[src/rtl/rob_commit_queue_pkg.sv]
// Shared reorder-buffer sizing, tag encoding and entry layout.
// Dispatch and the register file import the same values.
package rob_commit_queue_pkg;

  localparam int DEPTH  = 8;
  localparam int TAG_W  = 4;
  localparam int DATA_W = 32;
  localparam int REG_W  = 5;
  localparam int IDX_W  = $clog2(DEPTH);

  typedef logic [TAG_W-1:0]  tag_t;
  typedef logic [IDX_W-1:0]  idx_t;
  typedef logic [DATA_W-1:0] data_t;
  typedef logic [REG_W-1:0]  reg_t;

  // All-ones tag marks "no producer" and is never handed out.
  localparam tag_t TAG_FREE  = '1;
  localparam tag_t DEPTH_TAG = TAG_W'(DEPTH);

  typedef struct packed {
    reg_t  rd;
    data_t data;
  } rob_payload_t;

  function automatic logic tag_in_range(input tag_t tag);
    return tag < DEPTH_TAG;
  endfunction

endpackage

[src/rtl/rob_commit_queue_if.sv]
// Dispatch/CDB/query/commit bundle between the ROB and its neighbours.
interface rob_commit_queue_if;
  import rob_commit_queue_pkg::*;

  logic  flush;
  logic  alloc_req;
  reg_t  alloc_rd;
  logic  alloc_ready;
  tag_t  alloc_tag;
  logic  cdb_valid;
  tag_t  cdb_tag;
  data_t cdb_data;
  tag_t  q1_tag;
  tag_t  q2_tag;
  logic  q1_ready;
  logic  q2_ready;
  data_t q1_data;
  data_t q2_data;
  logic  commit_en;
  reg_t  commit_reg;
  data_t commit_data;
  tag_t  commit_tag;
  tag_t  count;
  logic  empty;

  modport master (
    output flush, alloc_req, alloc_rd, cdb_valid, cdb_tag, cdb_data, q1_tag, q2_tag,
    input  alloc_ready, alloc_tag, q1_ready, q2_ready, q1_data, q2_data,
           commit_en, commit_reg, commit_data, commit_tag, count, empty
  );

  modport slave (
    input  flush, alloc_req, alloc_rd, cdb_valid, cdb_tag, cdb_data, q1_tag, q2_tag,
    output alloc_ready, alloc_tag, q1_ready, q2_ready, q1_data, q2_data,
           commit_en, commit_reg, commit_data, commit_tag, count, empty
  );

endinterface

[src/rtl/rob_entry_array.sv]
// ROB entry storage: allocation write, CDB capture, retire clear,
// a head read port and two combinational operand query ports.
module rob_entry_array
  import rob_commit_queue_pkg::*;
(
  input  logic  clk,
  input  logic  rst,
  input  logic  flush,
  input  logic  alloc_en,
  input  idx_t  alloc_idx,
  input  reg_t  alloc_rd,
  input  logic  cdb_valid,
  input  tag_t  cdb_tag,
  input  data_t cdb_data,
  input  logic  retire_en,
  input  idx_t  head_idx,
  output logic  head_valid,
  output logic  head_ready,
  output reg_t  head_rd,
  output data_t head_data,
  input  tag_t  q1_tag,
  input  tag_t  q2_tag,
  output logic  q1_ready,
  output logic  q2_ready,
  output data_t q1_data,
  output data_t q2_data
);

  logic [DEPTH-1:0] valid;
  logic [DEPTH-1:0] ready;
  rob_payload_t     payload [DEPTH];

  idx_t cdb_idx;
  idx_t q1_idx;
  idx_t q2_idx;
  logic capture;

  assign cdb_idx = cdb_tag[IDX_W-1:0];
  assign q1_idx  = q1_tag[IDX_W-1:0];
  assign q2_idx  = q2_tag[IDX_W-1:0];
  assign capture = cdb_valid && tag_in_range(cdb_tag) && valid[cdb_idx] && !flush;

  // Alloc writes the tail slot, which is never valid when alloc is allowed,
  // so it cannot collide with a capture or a retire clear.
  always_ff @(posedge clk) begin
    if (rst || flush) begin
      valid <= '0;
      ready <= '0;
    end else begin
      if (capture)   ready[cdb_idx]   <= 1'b1;
      if (retire_en) valid[head_idx]  <= 1'b0;
      if (alloc_en) begin
        valid[alloc_idx] <= 1'b1;
        ready[alloc_idx] <= 1'b0;
      end
    end
  end

  // NOTE: payload is not reset; valid/ready gate every use of it, so a
  // reset here would only add fan-out to the storage array.
  always_ff @(posedge clk) begin
    if (alloc_en) payload[alloc_idx].rd <= alloc_rd;
    if (capture)  payload[cdb_idx].data <= cdb_data;
  end

  assign head_valid = valid[head_idx];
  assign head_ready = ready[head_idx];
  assign head_rd    = payload[head_idx].rd;
  assign head_data  = payload[head_idx].data;

  // NOTE: every output of a combinational block gets a default first so no
  // path leaves it unassigned and infers a latch.
  always_comb begin
    q1_ready = 1'b0;
    q1_data  = '0;
    q2_ready = 1'b0;
    q2_data  = '0;
    if (tag_in_range(q1_tag)) begin
      q1_ready = valid[q1_idx] && ready[q1_idx];
      q1_data  = payload[q1_idx].data;
    end
    if (tag_in_range(q2_tag)) begin
      q2_ready = valid[q2_idx] && ready[q2_idx];
      q2_data  = payload[q2_idx].data;
    end
  end

endmodule

[src/rtl/rob_commit_queue.sv]
// In-order reorder buffer: head/tail/count control and the registered
// commit port to the register file; storage lives in rob_entry_array.
module rob_commit_queue
  import rob_commit_queue_pkg::*;
(
  input logic              clk,
  input logic              rst,
  rob_commit_queue_if.slave bus
);

  idx_t  head;
  idx_t  tail;
  tag_t  count_q;
  logic  alloc_ok;
  logic  do_alloc;
  logic  do_retire;
  logic  head_valid;
  logic  head_ready;
  reg_t  head_rd;
  data_t head_data;

  // Full blocks allocation even when the head retires on the same edge.
  assign alloc_ok  = (count_q != DEPTH_TAG);
  assign do_alloc  = bus.alloc_req && alloc_ok && !bus.flush;
  assign do_retire = head_valid && head_ready && !bus.flush;

  assign bus.alloc_ready = alloc_ok;
  assign bus.alloc_tag   = TAG_W'(tail);
  assign bus.count       = count_q;
  assign bus.empty       = (count_q == '0);

  rob_entry_array u_entries (
    .clk        (clk),
    .rst        (rst),
    .flush      (bus.flush),
    .alloc_en   (do_alloc),
    .alloc_idx  (tail),
    .alloc_rd   (bus.alloc_rd),
    .cdb_valid  (bus.cdb_valid),
    .cdb_tag    (bus.cdb_tag),
    .cdb_data   (bus.cdb_data),
    .retire_en  (do_retire),
    .head_idx   (head),
    .head_valid (head_valid),
    .head_ready (head_ready),
    .head_rd    (head_rd),
    .head_data  (head_data),
    .q1_tag     (bus.q1_tag),
    .q2_tag     (bus.q2_tag),
    .q1_ready   (bus.q1_ready),
    .q2_ready   (bus.q2_ready),
    .q1_data    (bus.q1_data),
    .q2_data    (bus.q2_data)
  );

  // NOTE: sequential state uses non-blocking assignments so every register
  // samples pre-edge values regardless of statement order.
  always_ff @(posedge clk) begin
    if (rst || bus.flush) begin
      head    <= '0;
      tail    <= '0;
      count_q <= '0;
    end else begin
      if (do_alloc)  tail <= tail + IDX_W'(1);
      if (do_retire) head <= head + IDX_W'(1);
      case ({do_alloc, do_retire})
        2'b10:   count_q <= count_q + TAG_W'(1);
        2'b01:   count_q <= count_q - TAG_W'(1);
        default: count_q <= count_q;
      endcase
    end
  end

  // Commit fields hold their last value between retirements.
  always_ff @(posedge clk) begin
    if (rst) begin
      bus.commit_en   <= 1'b0;
      bus.commit_reg  <= '0;
      bus.commit_data <= '0;
      bus.commit_tag  <= TAG_FREE;
    end else if (do_retire) begin
      bus.commit_en   <= 1'b1;
      bus.commit_reg  <= head_rd;
      bus.commit_data <= head_data;
      bus.commit_tag  <= TAG_W'(head);
    end else begin
      bus.commit_en   <= 1'b0;
    end
  end

endmodule

[src/flat_wrapper.sv]
// flat-port wrapper written by rule: the top's interface ports become plain ports
module rob_commit_queue_flat import rob_commit_queue_pkg::*;
  (clk, rst, bus_flush, bus_alloc_req, bus_alloc_rd, bus_cdb_valid, bus_cdb_tag, bus_cdb_data, bus_q1_tag, bus_q2_tag, bus_alloc_ready, bus_alloc_tag, bus_q1_ready, bus_q2_ready, bus_q1_data, bus_q2_data, bus_commit_en, bus_commit_reg, bus_commit_data, bus_commit_tag, bus_count, bus_empty);
  rob_commit_queue_if bus_i ();
  input logic clk;
  input logic rst;
  input wire logic [$bits(bus_i.flush)-1:0] bus_flush;
  input wire logic [$bits(bus_i.alloc_req)-1:0] bus_alloc_req;
  input wire logic [$bits(bus_i.alloc_rd)-1:0] bus_alloc_rd;
  input wire logic [$bits(bus_i.cdb_valid)-1:0] bus_cdb_valid;
  input wire logic [$bits(bus_i.cdb_tag)-1:0] bus_cdb_tag;
  input wire logic [$bits(bus_i.cdb_data)-1:0] bus_cdb_data;
  input wire logic [$bits(bus_i.q1_tag)-1:0] bus_q1_tag;
  input wire logic [$bits(bus_i.q2_tag)-1:0] bus_q2_tag;
  output wire logic [$bits(bus_i.alloc_ready)-1:0] bus_alloc_ready;
  output wire logic [$bits(bus_i.alloc_tag)-1:0] bus_alloc_tag;
  output wire logic [$bits(bus_i.q1_ready)-1:0] bus_q1_ready;
  output wire logic [$bits(bus_i.q2_ready)-1:0] bus_q2_ready;
  output wire logic [$bits(bus_i.q1_data)-1:0] bus_q1_data;
  output wire logic [$bits(bus_i.q2_data)-1:0] bus_q2_data;
  output wire logic [$bits(bus_i.commit_en)-1:0] bus_commit_en;
  output wire logic [$bits(bus_i.commit_reg)-1:0] bus_commit_reg;
  output wire logic [$bits(bus_i.commit_data)-1:0] bus_commit_data;
  output wire logic [$bits(bus_i.commit_tag)-1:0] bus_commit_tag;
  output wire logic [$bits(bus_i.count)-1:0] bus_count;
  output wire logic [$bits(bus_i.empty)-1:0] bus_empty;
  assign bus_i.flush = bus_flush;
  assign bus_i.alloc_req = bus_alloc_req;
  assign bus_i.alloc_rd = bus_alloc_rd;
  assign bus_i.cdb_valid = bus_cdb_valid;
  assign bus_i.cdb_tag = bus_cdb_tag;
  assign bus_i.cdb_data = bus_cdb_data;
  assign bus_i.q1_tag = bus_q1_tag;
  assign bus_i.q2_tag = bus_q2_tag;
  assign bus_alloc_ready = bus_i.alloc_ready;
  assign bus_alloc_tag = bus_i.alloc_tag;
  assign bus_q1_ready = bus_i.q1_ready;
  assign bus_q2_ready = bus_i.q2_ready;
  assign bus_q1_data = bus_i.q1_data;
  assign bus_q2_data = bus_i.q2_data;
  assign bus_commit_en = bus_i.commit_en;
  assign bus_commit_reg = bus_i.commit_reg;
  assign bus_commit_data = bus_i.commit_data;
  assign bus_commit_tag = bus_i.commit_tag;
  assign bus_count = bus_i.count;
  assign bus_empty = bus_i.empty;
  rob_commit_queue u_core (.clk(clk), .rst(rst), .bus(bus_i));
endmodule
[config.mk]
export PLATFORM = sky130hd
export DESIGN_NAME = rob_commit_queue_flat
export DESIGN_NICKNAME = d
export VERILOG_FILES = /design/src/rtl/rob_commit_queue_pkg.sv /design/src/rtl/rob_commit_queue_if.sv /design/src/rtl/rob_entry_array.sv /design/src/rtl/rob_commit_queue.sv /design/src/flat_wrapper.sv
export SDC_FILE = /design/constraint.sdc
export NUM_CORES = 1
export LEC_CHECK = 0
export CAP_MARGIN = 20
export CORE_AREA = 5 5 181 183
export CTS_CLUSTER_DIAMETER = 60
export CTS_CLUSTER_SIZE = 28
export DETAILED_ROUTE_END_ITERATION = 10
export DIE_AREA = 0 0 186 188
export DONT_BUFFER_PORTS = 1
export PLACE_DENSITY = 0.79
export SLEW_MARGIN = 25
export SYNTH_ARGS = -nofsm -noshare
export SYNTH_HDL_FRONTEND = slang
export SYNTH_SLANG_ARGS = --single-unit
[constraint.sdc]
create_clock -name clk -period 3.6 [get_ports clk]
set_clock_uncertainty 0.05 [all_clocks]
set_input_delay 0.54 -clock clk [delete_from_list [all_inputs] [get_ports clk]]
set_output_delay 0.54 -clock clk [all_outputs]
set_load 0.03 [all_outputs]
# Word level (Yosys, flattened, before mapping)
# Memories as Yosys holds them, arrays and structs flattened. A register that Yosys moved wholly into a read port is not among the register bits.
# Index checks and enable logic that the tools add are counted.
# W data, S select, Z words.
# classes
addsub	4
order_cmp	11
eq_ne	3
mux	36
bitwise	6
reduce_logical	16
# op_table
op	n
$mux W32	2
$mux W8	6
$bmux W1 S3	7
$lt A3 B4 Y1 const B	5
$mux W1	17
$and A8 B8 Y8	2
$not A8 Y8	2
$or A8 B8 Y8	2
$logic_and A1 B1 Y1	12
$lt A4 B4 Y1 const B	3
$demux W1 S3	3
$ge A3 B1 Y1 const B	3
$pmux W4 S2	1
$add A3 B1 Y3 const B	2
$add A4 B1 Y4 const B	1
$logic_not A4 Y1	1
$ne A4 B4 Y1 const B	1
$sub A4 B1 Y4 const B	1
$eq A2 B1 Y1 const B	1
$eq A2 B2 Y1 const B	1
$reduce_bool A2 Y1	1
$logic_not A1 Y1	1
$logic_or A1 B1 Y1	1
# totals
register_bits	31
ramBits	296
input_bits	54
n_memories	1
# mem_list
memory	words	width	read_ports	rd_ports_with_merged_regs	write_ports	line	rtl
u_core.u_entries.payload	8	37	3	1	2	rob_entry_array.sv:31	rob_payload_t payload [DEPTH];

# Depth between registers and ports, before layout
# logic_depth
ltp_word	10
mapped_depth	15
depth_no_buf	12

# By module
# From an unflattened synthesis, not the netlist that was laid out.
# hier_totals
hier_cells	1023
hier_area_um2	17850.9
# modules_own_cells
module	n_inst	cells_per_inst	area_per_inst_um2	seq_area_each_um2
rob_entry_array	1	780	15867.7	9208.8
rob_commit_queue	1	243	1983.2	1041.0

# Worst setup path after synthesis
# No wires, ideal clock.
# synth_timing
path_kind	reg2reg
start	register u_core.head[0]
end	register u_core.count_q[2] (netlist: u_core.bus.count[2])
setup_time_ps	71
arrival_ps	3066
required_time_ps	3479
path_slack_ps	414
path_stages_with_launch	15
period_less_slack_ps	3186
path_cell_list	dfxtp_1 buf_2 mux4_2 a221oi_2 or2_1 buf_6 inv_6 buf_8 ha_1 xor2_1 ha_1 a21oi_1 xor2_1 or3_1 a21oi_1
# synth_between
elab_chain_len	6
word_cells_on_any_way	10
classes_between	eq/ne: 2; mux: 5; reduce/logical: 3
# synth_lines
item	line	rtl
from (decl)	rob_commit_queue.sv:11	idx_t head;
from (signal assigned)	rob_commit_queue.sv:65	if (do_retire) head <= head + IDX_W'(1);
$bmux W1 S3 (on tied branches)	rob_entry_array.sv:66, rob_entry_array.sv:67	
$mux W1 (on tied branches)	rob_entry_array.sv:66, rob_entry_array.sv:67	
$logic_and A1 B1 Y1 (*) (2 in a row)	rob_commit_queue.sv:25	assign do_retire = head_valid && head_ready && !bus.flush;
named net u_core.do_retire	rob_commit_queue.sv:16	logic do_retire;
$eq A2 B1 Y1 or $eq A2 B2 Y1 (tied branches)	rob_commit_queue.sv:66	case ({do_alloc, do_retire})
$pmux W4 S2 or $reduce_bool A2 Y1 (tied branches)	-	
to (signal assigned)	rob_commit_queue.sv:67	2'b10: count_q <= count_q + TAG_W'(1);
to (signal assigned)	rob_commit_queue.sv:68	2'b01: count_q <= count_q - TAG_W'(1);
to (signal assigned)	rob_commit_queue.sv:69	default: count_q <= count_q;
to (decl)	rob_commit_queue.sv:13	tag_t count_q;
# The timed path passes the listed nets; every way through them passes the cells marked *. The select of a mux whose other input is x is not followed.
# A chain may end at the register's enable or synchronous reset.

# Final worst setup path
# layout_timing
start	register u_core.count_q[0] (netlist: u_core.bus.count[0])
end	register u_core.count_q[2] (netlist: u_core.bus.count[2])
# layout_between
elab_chain_len	5
word_cells_on_any_way	9
classes_between	add/sub: 2; eq/ne: 3; mux: 1; reduce/logical: 3
# layout_lines
item	line	rtl
$ne A4 B4 Y1 (*)	rob_commit_queue.sv:23	assign alloc_ok = (count_q != DEPTH_TAG);
named net bus_alloc_ready	flat_wrapper.sv:15	output wire logic [$bits(bus_i.alloc_ready)-1:0] bus_alloc_ready;
$logic_and A1 B1 Y1 (*) (2 in a row)	rob_commit_queue.sv:24	assign do_alloc = bus.alloc_req && alloc_ok && !bus.flush;
$eq A2 B1 Y1 or $eq A2 B2 Y1 (tied branches)	rob_commit_queue.sv:66	
$pmux W4 S2 or $reduce_bool A2 Y1 (tied branches)	-	
# The timed path passes the listed nets; every way through them passes the cells marked *.

==> summary.txt <==
status - finished, final reports clean
family with the most delay on the worst path - simple AND/OR/NAND/NOR gates
Root Driver - clkbuf_16
Cell Chain, Critical Path - or4b_2 > and3b_1 > inv_1 > ha_1 > xor2_1 > ha_1 > a21oi_1 > xor2_1 > or3_1 > a21oi_1
Regs by FF count - u_core.u_entries.payload (296), u_core.bus.commit_data (32)
Util after Layout - 64.66%
register share of total power - 55.0%
core area - 0.03107 mm²
drt drc - 0
Synth top area share - 48.39%
EDFF count, synth - 296
Highest Clock Rate - 312.4 MHz
routed len/inst - 29.07 µm
ratio of cells with drive above 1 in the final layout - 28.37%
switching fraction of total power - 22.13%
register area - 0.01026 mm²
Worst path depth - 10
Seq/Total Area, Yosys - 55.80%
crit-path max FO - 7
Mapped Area - 0.01837 mm²
Pleak - 6.637 nW
Clock Tree Buf Depth - 3
Power Dens Cells - 411.6 mW/mm²
Slew Viols, Final - 0
Switching Power - 0.001830 W
Slew @ Worst Pin - 1.062 ns
cts-stage hold buffer count - 18
IO Port Bufs - 0
Setup WS post-layout - 0.3987 ns
Setup violations, final - 0
CP endpoint kind - flop
Final Cell Area - 0.02009 mm²
async set-or-reset flop fraction in the synthesized netlist - 0%
clock power share - 39.8%
synth top area cells - edfxtp_1 (48%), mux4_2 (25%), dfxtp_1 (7.4%)
Post-Syn Instances - 1117
Synth cell types - 50
WL final - 44470 µm
drt first pass iters - 5
first-pass GRT wire length - 66250 µm
Clk pin slew, worst setup/hold paths - 0.09 ns
Worst-Skew Late Latency - 0.57 ns
Logic pwr share - 5.3%
Seq cells post-synth - 364
Fin Setup TNS - 0 ns
area delta synth->final - 9.373%
Area after DPL - 0.01870 mm²
max cap viols - 0
Hold Path Class - in -> reg
Worst Setup Start Kind - flop
total inserted antenna cells - 0
total number of vias - 10740
kind of critical path - reg -> reg
Resized cells post-CTS - 0
post-synthesis average cell area - 16.44 µm²
CP max stage cell - or4b_2
Max-slew headroom - 29.11%
dpl hpwl - 25210 µm
pre-CTS setup slack - 0.4369 ns
filler instances - 2104
slowest cell delay on critical path - 0.89 ns
final critical-path required period - 3.201 ns
RSZ-0062 raised after global routing - false
TritonCTS Buffers - 27
GRT Util Overall - 25.30%
syn nets - 1176
crit share post-route - 88.93%
most instantiated cells after synthesis - edfxtp_1 (296), mux4_2 (205), mux2i_1 (102)
RD Place Congestion - 0.8721
Post-CTS Setup Inserts - 0
Vias/cell - 7.018
Multi-input gate area - 0.007651 mm²
WP data required - 4.04 ns
CP bufs+invs - 1
Int Pwr - 0.006439 W
most frequent cell after synthesis - edfxtp_1
prevailing post-synth register cell - edfxtp_1
initial core utilization - 59.12%
max reg flops - 296
peak supply drop - 0.0003644 V
post-route antenna net violation count - 0
depth of the most critical reg-to-reg path - 10
largest register by flop count - u_core.u_entries.payload
Synth Warn # - 0
Synth area leader - edfxtp_1
Detailed Route Iter0 Violations - 994
depth of the CTS H-tree - 1
CTS tree - done
vias in the first global route - 10860
Final Net Count - 1166
endpoints failing hold - 0
CTS sink count - 364
largest net degree at the start of global routing - 82
hold_ws - 0.02183 ns
Crit path arrival time - 3.64 ns
Die Outline Area - 0.03497 mm²
Die W - 186 µm
worst hold stages - 0
initial antenna violation count - 0
FP Rows - 65
io pins - 172
GR Overflow Total - 0
chip height - 188 µm
## worst paths after layout
check	to	slack, ns	start
worst min register to register	u_core.u_entries.valid[6]$_SDFF_PP0_	0.46	u_core.u_entries.valid[6]$_SDFF_PP0_
worst max-delay path	u_core.bus.count[2]$_SDFFE_PP0P_	0.40	u_core.bus.count[0]$_SDFFE_PP0P_
worst max register to register	u_core.bus.count[2]$_SDFFE_PP0P_	0.40	u_core.bus.count[0]$_SDFFE_PP0P_
worst min-delay path	u_core.u_entries.payload[3][0]$_DFFE_PP_	0.02	bus_cdb_data[0]
## per-stage QoR
step	total power [W]	instances
2_1_floorplan	0.005076	1117
3_3_place_gp	0.005018	1440
3_5_place_dp	0.005020	1440
4_1_cts	0.008278	1508
5_1_grt	0.008516	1530
6_report	0.008269	1530
## layout by cell type, fill, tap and decap left out, drive strengths merged, types with 3 or more instances in the layout
cell	Yosys	layout
o21ai	54	54
nor2	85	85
inv	12	19
a21oi	20	20
dlygate4sd3	0	40
or4	36	36
bufinv	0	3
nand2	26	26
mux4	205	205
xor2	4	4
nand3	7	7
buf	41	19
nor2b	7	7
and3	6	6
edfxtp	296	296
and2	5	5
ha	5	5
clkinv	0	9
o31ai	3	3
or2	4	4
o41ai	5	5
clkbuf	57	29
mux2i	102	102
nand2b	39	39
dfxtp	68	68
o211ai	5	5
## worst reg2reg max path, delay by kind of cell (launching register included)
kind | cells | cell delay, ns
adder cells (fa/ha/maj) | 2 | 0.46
AO/OA/AOI/OAI | 2 | 0.32
XOR/XNOR | 2 | 0.21
buffers and inverters | 1 | 0.12
flip-flops | 1 | 0.47
AND/OR/NAND/NOR | 3 | 1.51
## layout make-up
| cell class | count | share of cell area [%] |
|---|---|---|
| well taps | 402 | 2.504 |
| clock inverters | 21 | 1.501 |
| multi-input cells | 643 | 38.09 |
| repair buffers | 59 | 3.201 |
| clock buffers | 29 | 3.401 |
| flip-flops and latches | 364 | 51.06 |
| inverters | 12 | 0.2491 |
## per-layer routing
layer  up-vias  GRT usage [%]  share of wire (%)
met3        77          5.470                9.5
met4         0          5.661                2.3
met5         -              0                  0
met1      5556          32.52                 36
li1       4540              -                  -
met2       565          44.40                 52
## cells by family (layout without fill, tap and decap cells)
| family | Yosys count | after routing | share of synthesized area (%) |
|---|---|---|---|
| and+or+nand+nor | 230 | 230 | 6.669 |
| DFF | 364 | 364 | 55.80 |
| buffers and inverters | 110 | 121 | 2.657 |
| muxes | 307 | 307 | 30.69 |
| xor gates and xnor gates | 6 | 6 | 0.2861 |
| other | 1 | 1 | 0.02042 |
| AOI/OAI and AO/OA | 94 | 94 | 3.529 |
| adders and majority gates | 5 | 5 | 0.3406 |
## power by group through the flow
stage          Sequential [W]  Clock [W]  Combinational (W)
6_report              0.00455    0.00329           0.000436
5_1_grt               0.00455    0.00351           0.000458
4_1_cts               0.00455    0.00333           0.000405
3_5_place_dp          0.00464          0           0.000377
3_3_place_gp          0.00464          0           0.000375
2_1_floorplan         0.00464          0           0.000432
Power figures use the tool's default switching activity.
